<file path="src/rtl/bin_maxpool2x2.sv">
// bin_maxpool2x2
//   Downstream stage of the binary XNOR 3x3 convolution engine. Walks an
//   image list in the input SRAM and writes a list of the same shape to the
//   result SRAM. Each input map (header D, then D row words) becomes a map of
//   size Do = floor(D/2), built with a 2x2 stride-2 max-pool (logical OR).
//   The input terminator 16'h00FF is copied to the output and ends the pass.
//
// Ports
//   clk                     clock, all flops on posedge
//   reset_b                 asynchronous active-low reset
//   dut_run                 start request, sampled only in IDLE
//   dut_busy                high from start until the terminator is written
//   dut_sram_read_address   input SRAM address (registered)
//   sram_dut_read_data      input SRAM data, valid one cycle after the address
//   dut_sram_write_address  result SRAM address (registered)
//   dut_sram_write_data     result SRAM data (registered)
//   dut_sram_write_enable   one-cycle strobe per written word
//   dbg_state               current FSM state, for checkers
//
// Handshake: dut_run is a level seen only in IDLE; once accepted, dut_busy is
// high until the cycle after the terminator write, and dut_run is ignored
// while busy.
module bin_maxpool2x2 #(
    parameter int                ADDR_W   = 12,
    parameter int                DATA_W   = 16,
    parameter logic [ADDR_W-1:0] IN_BASE  = '0,
    parameter logic [ADDR_W-1:0] OUT_BASE = '0
) (
    input  logic              clk,
    input  logic              reset_b,
    input  logic              dut_run,
    output logic              dut_busy,
    output logic [ADDR_W-1:0] dut_sram_read_address,
    input  logic [DATA_W-1:0] sram_dut_read_data,
    output logic [ADDR_W-1:0] dut_sram_write_address,
    output logic [DATA_W-1:0] dut_sram_write_data,
    output logic              dut_sram_write_enable,
    output logic [2:0]        dbg_state
);

    localparam logic [DATA_W-1:0] TERM_WORD = DATA_W'(16'h00FF);

    typedef enum logic [2:0] {
        IDLE = 3'd0,
        HDR  = 3'd1,
        ROW0 = 3'd2,
        ROW1 = 3'd3,
        WR   = 3'd4,
        SKIP = 3'd5,
        TERM = 3'd6
    } state_t;

    state_t              state_q, state_d;
    logic                busy_q, busy_d;
    logic [ADDR_W-1:0]   rd_addr_q, rd_addr_d;
    logic [ADDR_W-1:0]   wr_addr_q, wr_addr_d;
    logic [DATA_W-1:0]   wr_data_q, wr_data_d;
    logic                we_q, we_d;
    logic [DATA_W-1:0]   even_q, even_d;    // even row of the current pair
    logic [3:0]          do_q, do_d;        // output map size
    logic                odd_q, odd_d;      // input size was odd
    logic [3:0]          row_cnt_q, row_cnt_d;

    logic [4:0]          hdr_dim;
    logic [3:0]          hdr_do;
    logic [DATA_W-1:0]   row_or;
    logic [DATA_W-1:0]   col_mask;
    logic [DATA_W-1:0]   pooled;

    // Read pipeline: the data seen in a cycle belongs to the address that was
    // on the bus in the previous cycle. Each state therefore leaves the read
    // address one word ahead of the word it consumes; on entry to HDR the
    // address already points at the word after the header.
    always_comb begin
        hdr_dim  = (sram_dut_read_data[4:0] > 5'd16) ? 5'd16 : sram_dut_read_data[4:0];
        hdr_do   = hdr_dim[4:1];

        // Vertical OR of the row pair, then horizontal OR of column pairs.
        row_or   = even_q | sram_dut_read_data;
        col_mask = (DATA_W'(1) << do_q) - DATA_W'(1);
        pooled   = '0;
        for (int c = 0; c < DATA_W / 2; c++) begin
            pooled[c] = row_or[2*c] | row_or[2*c+1];
        end
        pooled   = pooled & col_mask;

        state_d   = state_q;
        busy_d    = busy_q;
        rd_addr_d = rd_addr_q;
        wr_addr_d = we_q ? wr_addr_q + ADDR_W'(1) : wr_addr_q;
        wr_data_d = wr_data_q;
        we_d      = 1'b0;
        even_d    = even_q;
        do_d      = do_q;
        odd_d     = odd_q;
        row_cnt_d = row_cnt_q;

        unique case (state_q)
            IDLE: begin
                if (dut_run) begin
                    state_d   = HDR;
                    busy_d    = 1'b1;
                    rd_addr_d = rd_addr_q + ADDR_W'(1);
                end
            end
            HDR: begin
                if (sram_dut_read_data == TERM_WORD) begin
                    // Hold the read address: nothing past terminator+1 is read.
                    state_d   = TERM;
                    we_d      = 1'b1;
                    wr_data_d = TERM_WORD;
                end else begin
                    do_d      = hdr_do;
                    odd_d     = hdr_dim[0];
                    row_cnt_d = '0;
                    we_d      = 1'b1;
                    wr_data_d = DATA_W'(hdr_do);
                    rd_addr_d = rd_addr_q + ADDR_W'(1);
                    if (hdr_do != 4'd0) begin
                        state_d = ROW0;
                    end else if (hdr_dim[0]) begin
                        state_d = SKIP;
                    end else begin
                        state_d = HDR;
                    end
                end
            end
            ROW0: begin
                even_d    = sram_dut_read_data;
                rd_addr_d = rd_addr_q + ADDR_W'(1);
                state_d   = ROW1;
            end
            ROW1: begin
                // Address stays on the next even row so WR can advance it.
                we_d      = 1'b1;
                wr_data_d = pooled;
                state_d   = WR;
            end
            WR: begin
                row_cnt_d = row_cnt_q + 4'd1;
                rd_addr_d = rd_addr_q + ADDR_W'(1);
                if (row_cnt_q + 4'd1 < do_q) begin
                    state_d = ROW0;
                end else if (odd_q) begin
                    state_d = SKIP;
                end else begin
                    state_d = HDR;
                end
            end
            SKIP: begin
                rd_addr_d = rd_addr_q + ADDR_W'(1);
                state_d   = HDR;
            end
            TERM: begin
                busy_d    = 1'b0;
                rd_addr_d = IN_BASE;
                wr_addr_d = OUT_BASE;
                state_d   = IDLE;
            end
            default: begin
                state_d = IDLE;
            end
        endcase
    end

    always_ff @(posedge clk or negedge reset_b) begin
        if (!reset_b) begin
            state_q   <= IDLE;
            busy_q    <= 1'b0;
            rd_addr_q <= IN_BASE;
            wr_addr_q <= OUT_BASE;
            wr_data_q <= '0;
            we_q      <= 1'b0;
            even_q    <= '0;
            do_q      <= '0;
            odd_q     <= 1'b0;
            row_cnt_q <= '0;
        end else begin
            state_q   <= state_d;
            busy_q    <= busy_d;
            rd_addr_q <= rd_addr_d;
            wr_addr_q <= wr_addr_d;
            wr_data_q <= wr_data_d;
            we_q      <= we_d;
            even_q    <= even_d;
            do_q      <= do_d;
            odd_q     <= odd_d;
            row_cnt_q <= row_cnt_d;
        end
    end

    assign dut_busy               = busy_q;
    assign dut_sram_read_address  = rd_addr_q;
    assign dut_sram_write_address = wr_addr_q;
    assign dut_sram_write_data    = wr_data_q;
    assign dut_sram_write_enable  = we_q;
    assign dbg_state              = state_q;

endmodule

</file>
<file path="config.mk">
export PLATFORM = sky130hd
export DESIGN_NAME = bin_maxpool2x2
export DESIGN_NICKNAME = d
export VERILOG_FILES = /design/src/rtl/bin_maxpool2x2.sv
export SDC_FILE = /design/constraint.sdc
export NUM_CORES = 1
export LEC_CHECK = 0
export CORE_MARGIN = 3
export CORE_UTILIZATION = 30
export CTS_CLUSTER_DIAMETER = 100
export DETAILED_ROUTE_END_ITERATION = 10
export GPL_ROUTABILITY_DRIVEN = 0
export PLACE_DENSITY = 0.6
export SETUP_SLACK_MARGIN = 0.15
export SLEW_MARGIN = 20
export SYNTH_ARGS = -nofsm -noshare
export SYNTH_HDL_FRONTEND = slang
export SYNTH_SLANG_ARGS = --single-unit
export TNS_END_PERCENT = 10
</file>
<file path="constraint.sdc">
create_clock -name clk -period 1.9 [get_ports clk]
set_clock_uncertainty 0.05 [all_clocks]
set_input_delay 0.57 -clock clk [delete_from_list [all_inputs] [get_ports clk]]
set_output_delay 0.57 -clock clk [all_outputs]
set_load 0.01 [all_outputs]
</file>
==> results of run 1 <==
synth_stat cells (2+ instances only):
cell / count / area (sq um)
a211oi_1: 4 / 30.0
a21o_1: 2 / 15.0
a21oi_1: 14 / 70.1
a31o_2: 2 / 17.5
a31oi_1: 2 / 12.5
and3_1: 5 / 31.3
and4_1: 3 / 26.3
buf_2: 4 / 20.0
buf_4: 8 / 60.1
clkbuf_1: 6 / 22.5
dfrtp_1: 62 / 1550
ha_1: 7 / 87.6
inv_1: 9 / 33.8
mux2_2: 19 / 214
mux2i_1: 3 / 30.0
nand2_1: 30 / 113
nand2b_1: 6 / 37.5
nand3_1: 14 / 70.1
nand3b_1: 2 / 15.0
nand4_1: 6 / 37.5
nor2_1: 30 / 113
nor2b_1: 2 / 12.5
nor3_1: 5 / 25.0
nor3b_1: 2 / 15.0
nor4_1: 5 / 31.3
o211ai_1: 2 / 15.0
o21ai_0: 18 / 90.1
o22a_1: 2 / 17.5
o31ai_1: 3 / 22.5
o41ai_1: 5 / 43.8
or4_1: 4 / 30.0
xnor2_1: 11 / 96.3
xor2_1: 8 / 70.1
per-layer routing:
layer | vias up | GRT usage | wire length [microns]
met2 | 82 | 0.234 | 3870
met4 | 0 | 0.0325 | 48
li1 | 1328 | - | -
met3 | 8 | 0.0409 | 447
met5 | - | 0 | 0
met1 | 1365 | 0.180 | 3670
power breakdown:
group / internal (W) / leakage, nW / switching (W)
Combinational: 0.00179 / 1.25 / 0.00181
Clock: 0.000606 / 0.0914 / 0.000549
Sequential: 0.00183 / 0.779 / 0.000343
Total: 0.00422 / 2.12 / 0.00271
flip-flops by register name, summed over array words and instances (netlist names):
signal,cells
dbg_state,3
dut_sram_write_data,8
dut_busy,1
dut_sram_write_address,12
dut_sram_write_enable,1
even_q,16
odd_q,1
do_q,4
row_cnt_q,4
dut_sram_read_address,12
timing repair:
| item | in CTS | in global routing |
|---|---|---|
| setup buffers | 2 | 2 |
| hold buffers | 0 | 0 |
| setup endpoints to repair | 68 | 31 |
| cloned | 1 | 0 |
| pin swaps | 12 | 13 |
| resized for setup | 85 | 38 |
per-stage QoR:
step / total power, W / hold WS (ns) / setup WS (ns)
detailed placement: 0.00548 / 0.419 / -0.686
global placement: 0.00538 / 0.413 / -0.624
floorplan: 0.00402 / 0.224 / -0.0386
finish: 0.00693 / 0.166 / 0.00145
CTS: 0.00676 / 0.180 / -0.00515
global route: 0.00748 / 0.182 / -0.134
area by class of cell:
| cell class | count | area [sq um] |
|---|---|---|
| Sequential cell | 62 | 1550 |
| Timing Repair Buffer | 103 | 876 |
| Inverter | 9 | 33.8 |
| Fill cell | 992 | 5510 |
| Clock inverter | 7 | 75.1 |
| Clock buffer | 9 | 124 |
| Multi-Input combinational cell | 234 | 1710 |
| Tap cell | 133 | 166 |
worst reg2reg max path, stage by stage (launching register included):
cell and delay, ns:
dfrtp_1 0.40, or3b_4 0.40, a41o_4 0.30, a21o_4 0.24, or4_1 0.39, nand2_1 0.07
final timing paths:
path,from,endpoint,depth (start not counted)
worst max-delay path,dbg_state[1]$_DFFE_PN0P_,dut_sram_read_address[4]$_DFFE_PN0P_,5
worst min-delay path,reset_b,dut_sram_write_address[7]$_DFFE_PN0P_,2
worst max register to register,dbg_state[1]$_DFFE_PN0P_,dut_sram_read_address[4]$_DFFE_PN0P_,5
worst min register to register,dut_sram_write_data[0]$_DFFE_PN0P_,dut_sram_write_data[0]$_DFFE_PN0P_,2
max in group asynchronous,reset_b,dut_sram_read_address[3]$_DFFE_PN0P_,2
min in group clk,dut_sram_write_data[0]$_DFFE_PN0P_,dut_sram_write_data[0]$_DFFE_PN0P_,2
logic make-up after synthesis:
logic type	Yosys count	synth area share
AO/OA/AOI/OAI	60	0.122
XOR/XNOR	19	0.0525
multiplexers	22	0.0769
adder cells (fa/ha/maj)	7	0.0276
flip-flops	62	0.489
other	1	0.00118
AND/OR/NAND/NOR	117	0.183
buffers and inverters	29	0.0477
==> results.json, run 1 <==
{
  "grt_pass1_vias": 2753,
  "hold_violations": 0,
  "finalSetupTns_ns": 0,
  "num_vias": 2783,
  "fmax_mhz": 527,
  "overflow": 0,
  "hpwl_mm": 5.75,
  "final_cell_mix": "dfrtp_1 (61), dlygate4sd2_1 (42), buf_4 (42)",
  "grt_pass1_wl_mm": 13.1,
  "cp-start-kind": "flop",
  "seq_area_frac_synth": 0.489,
  "final_cells": 557,
  "power_density_mw_per_mm2": 1530,
  "die_width_microns": 109,
  "report.final.slew_viol_count": 0,
  "grt_start_max_net_pins": 63,
  "ys_ff_latch": 62,
  "final_common_cell": "dfrtp_1",
  "leakage_nw": 2.12,
  "final-setup-viol-count": 0,
  "dpl_cell_area_sq_mm": 0.00416,
  "antenna_found_initial": 0,
  "worst-path-buf-inv": 0,
  "clk_pin_slew_ns": 0.08,
  "slew_headroom": 0.630,
  "post-route-min-period_ns": 1.90,
  "rows": 36,
  "vias_per_cell": 5.00,
  "cts_root_buffer": "clkbuf_8",
  "die_area_sq_mm": 0.0118,
  "synth-edff-count": 0,
  "grt_usage": 0.140,
  "drt_iter0_drc": 83,
  "slowest_stage": "dfrtp_1",
  "reg2reg_slack_ns": 0.001,
  "async_reset_ff_frac": 1.00,
  "crit_family": "simple AND/OR/NAND/NOR gates",
  "clock_path_buffers": 2,
  "die_y_microns": 109,
  "io_buffers": 55,
  "drc": 0,
  "rsz0062_at_grt": "yes",
  "final_nets": 445,
  "numCtsBuffers": 9,
  "core_area_sq_mm": 0.0100,
  "antenna_left": 0,
  "crit_type": "flop to flop",
  "cp_max_fo": 6,
  "vdd_drop_max_v": 0.000607,
  "cts_sinks": 62,
  "ys_warn_count": 0,
  "diodes": 0,
  "tightestPinTransition_ns": 0.547,
  "start_util": 0.316,
  "cp_data_arrival_time_ns": 2.13,
  "hp-class": "input pin to asynchronous set/reset pin",
  "dp.cells": 536,
  "clkLatencyLatePin_ns": 0.34,
  "max_stage_delay_ns": 0.40,
  "wl_mm": 8.03,
  "status": "completed",
  "cts_tree": "done",
  "layout-drive-gt1-share": 0.304,
  "crit_chain": "or3b_4 -> a41o_4 -> a21o_4 -> or4_1 -> nand2_1",
  "netlist_area_sq_mm": 0.00317,
  "required_ns": 2.13,
  "wl_per_cell_microns": 14.4,
  "area_growth_syn_to_layout_pct": 43.0,
  "firstDrtPassIters": 4,
  "fin_util": 0.451,
  "fin_crit_sh": 0.999,
  "final_area_sq_mm": 0.00453,
  "io-pin-count": 64,
  "cp-end-kind": "flop",
  "cap_viol_max_count": 0,
  "ys_types": 45,
  "synthCells": 317,
  "synth_ff_type": "dfrtp_1",
  "syn_area_per_cell_sq_um": 10.0,
  "cts_max_level": 3
}
Note: power is estimated with default switching activity, not from simulation.
==> run 2, diff against run 1 <==
Settings changed: PLACE_DENSITY 0.6 to 0.57.
==> run 2 against run 1 <==
- the run now ends with negative setup slack left
- final cell count up 0.36%
- setup slack worse by 0.016 ns
- sequential power about the same
- flip-flop and latch count unchanged
- via count down 0.97%
- clock power down 7%
- design area up 0.33%
- fmax down 0.81%
- combinational power up 1%
- critical path depth unchanged
- register-to-register slack worse by 0.02 ns
- critical endpoint is now dut_sram_read_address[3]$_DFFE_PN0P_
- largest cell class unchanged
==> results.json, run 2 (same netlist as run 1, synthesis figures left out) <==
{
  "status": "finished with violations",
  "violations": "negative setup slack",
  "worst-path-buf-inv": 0,
  "rows": 36,
  "final_nets": 447,
  "overflow": 0,
  "fmax_mhz": 522,
  "fin_util": 0.453,
  "final_common_cell": "dfrtp_1",
  "post-route-min-period_ns": 1.91,
  "max_stage_delay_ns": 0.43,
  "wl_per_cell_microns": 14.9,
  "top_register": "even_q",
  "crit_chain": "or3b_4 -> a41o_4 -> a21oi_1 -> a21oi_1 -> a31o_2",
  "holdWs_ns": 0.174,
  "die_width_microns": 109,
  "io_buffers": 55,
  "cts_sinks": 62,
  "grt_pass1_vias": 2817,
  "die_y_microns": 109,
  "cts_max_level": 3,
  "register_area_sq_mm": 0.00156,
  "die_area_sq_mm": 0.0118,
  "numCtsBuffers": 9,
  "report.final.slew_viol_count": 0,
  "wl_mm": 8.30,
  "diodes": 0,
  "vdd_drop_max_v": 0.000582,
  "layout-drive-gt1-share": 0.298,
  "antenna_left": 0,
  "hp-class": "input pin to asynchronous set/reset pin",
  "final-setup-viol-count": 3,
  "hpwl_mm": 5.85,
  "tightestPinTransition_ns": 0.543,
  "hold_violations": 0,
  "final_cell_mix": "dfrtp_1 (58), dlygate4sd2_1 (47), buf_4 (44)",
  "cap_viol_max_count": 0,
  "power_density_mw_per_mm2": 1520,
  "antenna_found_initial": 0,
  "grt_use_met1": 0.197,
  "area_growth_syn_to_layout_pct": 43.4,
  "grt_use_met3": 0.0450,
  "hold_buffers": 0,
  "multi_input_area_sq_mm": 0.00170,
  "firstDrtPassIters": 4,
  "fillCellCount": 990,
  "clkLatencyLatePin_ns": 0.34,
  "r2r_start": "dbg_state[2]$_DFFE_PN0P_",
  "clock_path_buffers": 2,
  "crit_type": "flop to flop",
  "grt_pass1_wl_mm": 13.8,
  "reg2reg_slack_ns": -0.01,
  "slew_headroom": 0.637,
  "rsz0062_at_grt": "yes",
  "core_area_sq_mm": 0.0100,
  "slowest_stage": "or3b_4",
  "setup_slack_ns": -0.0141,
  "cp_max_fo": 5,
  "crit_path_frequent_cell": "a21oi_1",
  "vias_per_cell": 4.93,
  "cts_root_buffer": "clkbuf_8",
  "io-pin-count": 64,
  "drc": 0,
  "start_util": 0.316,
  "cp_data_arrival_time_ns": 2.09,
  "clk_pin_slew_ns": 0.07,
  "largest_register_ffs": 16,
  "drt_iter0_drc": 84,
  "required_ns": 2.07,
  "leakage_nw": 2.12,
  "cts_tree": "done",
  "cp-end-kind": "flop",
  "num_vias": 2756,
  "fin_crit_sh": 1.01,
  "cp-start-kind": "flop",
  "use_met2": 0.237,
  "r2r_end": "dut_sram_read_address[3]$_DFFE_PN0P_",
  "crit_family": "compound AO/OA/AOI/OAI gates",
  "grt_usage": 0.148,
  "grt.busiest_layer": "met2",
  "worstRegToRegCells": 5,
  "grt_start_max_net_pins": 63
}
[run 2: report_power, final]
part	switching [W]	internal, W
sequential	0.000362	0.00183
clock	0.000499	0.000576
combinational	0.00181	0.00184
[run 2: metal layers]
layer | part of all wire | vias to the layer above | wire (microns)
met5 | 0 | - | 0
met4 | 0.0078 | 0 | 65
met3 | 0.053 | 9 | 441
met2 | 0.47 | 77 | 3920
met1 | 0.47 | 1332 | 3880
li1 | - | 1338 | -
[run 2: worst max path at each step]
stage,from,endpoint,slack [ns],cells past startpoint
finish,dbg_state[2]$_DFFE_PN0P_,dut_sram_read_address[3]$_DFFE_PN0P_,-0.01,5
global route,dbg_state[2]$_DFFE_PN0P_,dut_sram_read_address[3]$_DFFE_PN0P_,-0.07,5
CTS,dbg_state[2]$_DFFE_PN0P_,dut_sram_read_address[4]$_DFFE_PN0P_,-0.01,5
detailed placement,sram_dut_read_data[11],dut_sram_read_address[5]$_DFFE_PN0P_,-0.59,7
global placement,sram_dut_read_data[11],do_q[0]$_DFFE_PN0P_,-0.55,6
floorplan,sram_dut_read_data[4],dut_sram_read_address[4]$_DFFE_PN0P_,-0.04,7
[run 2: worst register-to-register path, cell delays in order (launching register included)]
cell	delay [ns]
dfrtp_1	0.38
or3b_4	0.43
a41o_4	0.29
a21oi_1	0.32
a21oi_1	0.12
a31o_2	0.22
[run 2: through the flow]
step	cell area (sq um)	setup WS, ns	std cells	power, W	setup TNS [ns]
floorplan	3220	-0.0386	324	0.00402	-0.361
detailed placement	4170	-0.591	537	0.00547	-14.64
global placement	4170	-0.550	537	0.00537	-13.46
CTS	4480	-0.0149	558	0.00683	-0.0419
global route	4550	-0.0695	559	0.00746	-0.415
finish	4550	-0.0141	559	0.00692	-0.0263
[run 2: layout make-up]
cell class | instances | area share
Multi-Input combinational cell | 233 | 0.374
Sequential cell | 62 | 0.342
Timing Repair Buffer | 106 | 0.199
Clock buffer | 13 | 0.0371
Tap cell | 133 | 0.0366
Inverter | 9 | 0.00743
Clock inverter | 3 | 0.00385
[run 2: repair_timing]
item / 4_1_cts / 5_1_grt
setup endpoints to repair: 68 / 37
resized for setup: 94 / 22
buffers inserted: 5 / 1
pin swaps: 13 / 13
==> run 3, diff against run 2 <==
Settings changed: CORE_UTILIZATION 30 to 45, PLACE_DENSITY 0.57 to 0.78.
==> run 3 against run 2 <==
- the run still ends with negative setup slack left
- critical path depth unchanged
- register-to-register slack worse by 0.02 ns
- die area down 32%
- sequential share of layout area down 0.62 points
- combinational power about the same
- fmax down 1.1%
- critical path type unchanged
- critical endpoint is now dut_sram_read_address[4]$_DFFE_PN0P_
- largest cell class unchanged
==> results.json, run 3 (same netlist as run 1, synthesis figures left out) <==
{
  "status": "finished with violations",
  "violations": "negative setup slack",
  "use_met2": 0.338,
  "cts_root_buffer": "clkbuf_8",
  "fmax_mhz": 517,
  "layout-drive-gt1-share": 0.324,
  "diodes": 0,
  "cap_viol_max_count": 0,
  "start_util": 0.480,
  "die_y_microns": 90.0,
  "grt_use_met1": 0.239,
  "cp_max_fo": 6,
  "final_cells": 516,
  "post-route-min-period_ns": 1.93,
  "grt_start_max_net_pins": 63,
  "fin_util": 0.702,
  "final_area_sq_mm": 0.00464,
  "numCtsBuffers": 9,
  "required_ns": 2.14,
  "hpwl_mm": 5.37,
  "clock_path_buffers": 2,
  "worstRegToRegCells": 5,
  "crit_type": "flop to flop",
  "crit_chain": "or3b_4 -> a41o_4 -> a21o_4 -> or4_1 -> nand2_1",
  "die_width_microns": 90.0,
  "io-pin-count": 64,
  "power_density_mw_per_mm2": 1510,
  "antenna_found_initial": 0,
  "finalSetupTns_ns": -0.0707,
  "rsz0062_at_grt": "yes",
  "cp-start-kind": "flop",
  "reg2reg_slack_ns": -0.03,
  "cp_data_arrival_time_ns": 2.17,
  "fillCellCount": 493,
  "die_area_sq_mm": 0.00809,
  "vias_per_cell": 5.57,
  "cts_sinks": 62,
  "leakage_nw": 2.37,
  "wl_per_cell_microns": 15.8,
  "vdd_drop_max_v": 0.000918,
  "dp.cells": 495,
  "drt_iter0_drc": 138,
  "dpl_cell_area_sq_mm": 0.00410,
  "max_stage_delay_ns": 0.43,
  "cp.depth": 5,
  "area_growth_syn_to_layout_pct": 46.2,
  "final_nets": 445,
  "slowest_stage": "or3b_4",
  "num_vias": 2873,
  "drc": 0,
  "worst-path-buf-inv": 0,
  "setup_slack_ns": -0.0344,
  "core_area_sq_mm": 0.00660,
  "register_area_sq_mm": 0.00156,
  "largest_register_ffs": 16,
  "crit_family": "simple AND/OR/NAND/NOR gates",
  "wl_mm": 8.17,
  "report.final.slew_viol_count": 0,
  "cts_tree": "done",
  "multi_input_area_sq_mm": 0.00176,
  "final-setup-viol-count": 3,
  "hp-class": "input pin to asynchronous set/reset pin",
  "grt_pass1_vias": 2842,
  "grt.busiest_layer": "met2",
  "io_buffers": 55,
  "cts_max_level": 3,
  "grt_pass1_wl_mm": 13.2,
  "rows": 29,
  "grt_use_met3": 0.0668,
  "clkLatencyLatePin_ns": 0.35,
  "final_cell_mix": "dfrtp_1 (57), buf_4 (38), nor2_1 (28)",
  "firstDrtPassIters": 4,
  "overflow": 0,
  "top_register": "even_q",
  "clk_pin_slew_ns": 0.07,
  "cp-end-kind": "flop",
  "grt_usage": 0.201,
  "hold_violations": 0,
  "antenna_left": 0,
  "final_common_cell": "dfrtp_1",
  "fin_crit_sh": 1.02
}
## run 3: routing by layer
layer / share of wire / wire, microns
met1: 0.42 / 3400
met2: 0.50 / 4120
met3: 0.060 / 491
met4: 0.020 / 167
met5: 0 / 0
## run 3: worst paths after layout
kind,start,to
min in group clk,dut_sram_write_data[3]$_DFFE_PN0P_,dut_sram_write_data[3]$_DFFE_PN0P_
worst max register to register,dbg_state[1]$_DFFE_PN0P_,dut_sram_read_address[4]$_DFFE_PN0P_
worst min-delay path,reset_b,dut_sram_write_address[4]$_DFFE_PN0P_
worst min register to register,dut_sram_write_data[3]$_DFFE_PN0P_,dut_sram_write_data[3]$_DFFE_PN0P_
max in group asynchronous,reset_b,dut_sram_read_address[3]$_DFFE_PN0P_
worst max-delay path,dbg_state[1]$_DFFE_PN0P_,dut_sram_read_address[4]$_DFFE_PN0P_
## run 3: report_power, final
part | switching [W] | internal (W)
Combinational | 0.00181 | 0.00185
Sequential | 0.000396 | 0.00184
Clock | 0.000502 | 0.000624
## run 3: through the flow
stage	power (W)	hold WS (ns)	worst slack (ns)
5_1_grt	0.00752	0.195	-0.0773
3_5_place_dp	0.00535	0.420	-0.524
3_3_place_gp	0.00525	0.414	-0.518
6_report	0.00702	0.173	-0.0344
4_1_cts	0.00669	0.181	-0.0303
2_1_floorplan	0.00402	0.224	-0.0386
## run 3: area by class of cell
| class | count | area share |
|---|---|---|
| well taps | 93 | 0.0251 |
| clock buffers | 10 | 0.0297 |
| multi-input cells | 234 | 0.380 |
| repair buffers | 103 | 0.210 |
| clock inverters | 5 | 0.0108 |
| flip-flops and latches | 62 | 0.336 |
| inverters | 9 | 0.00783 |
## run 3: repair_timing
action                     4_1_cts  5_1_grt
setup endpoints to repair       67       48
hold buffers                     0        0
setup buffers                    3        2
gates cloned                     1        0
gates resized for setup         65       66
pin swaps                       18       20
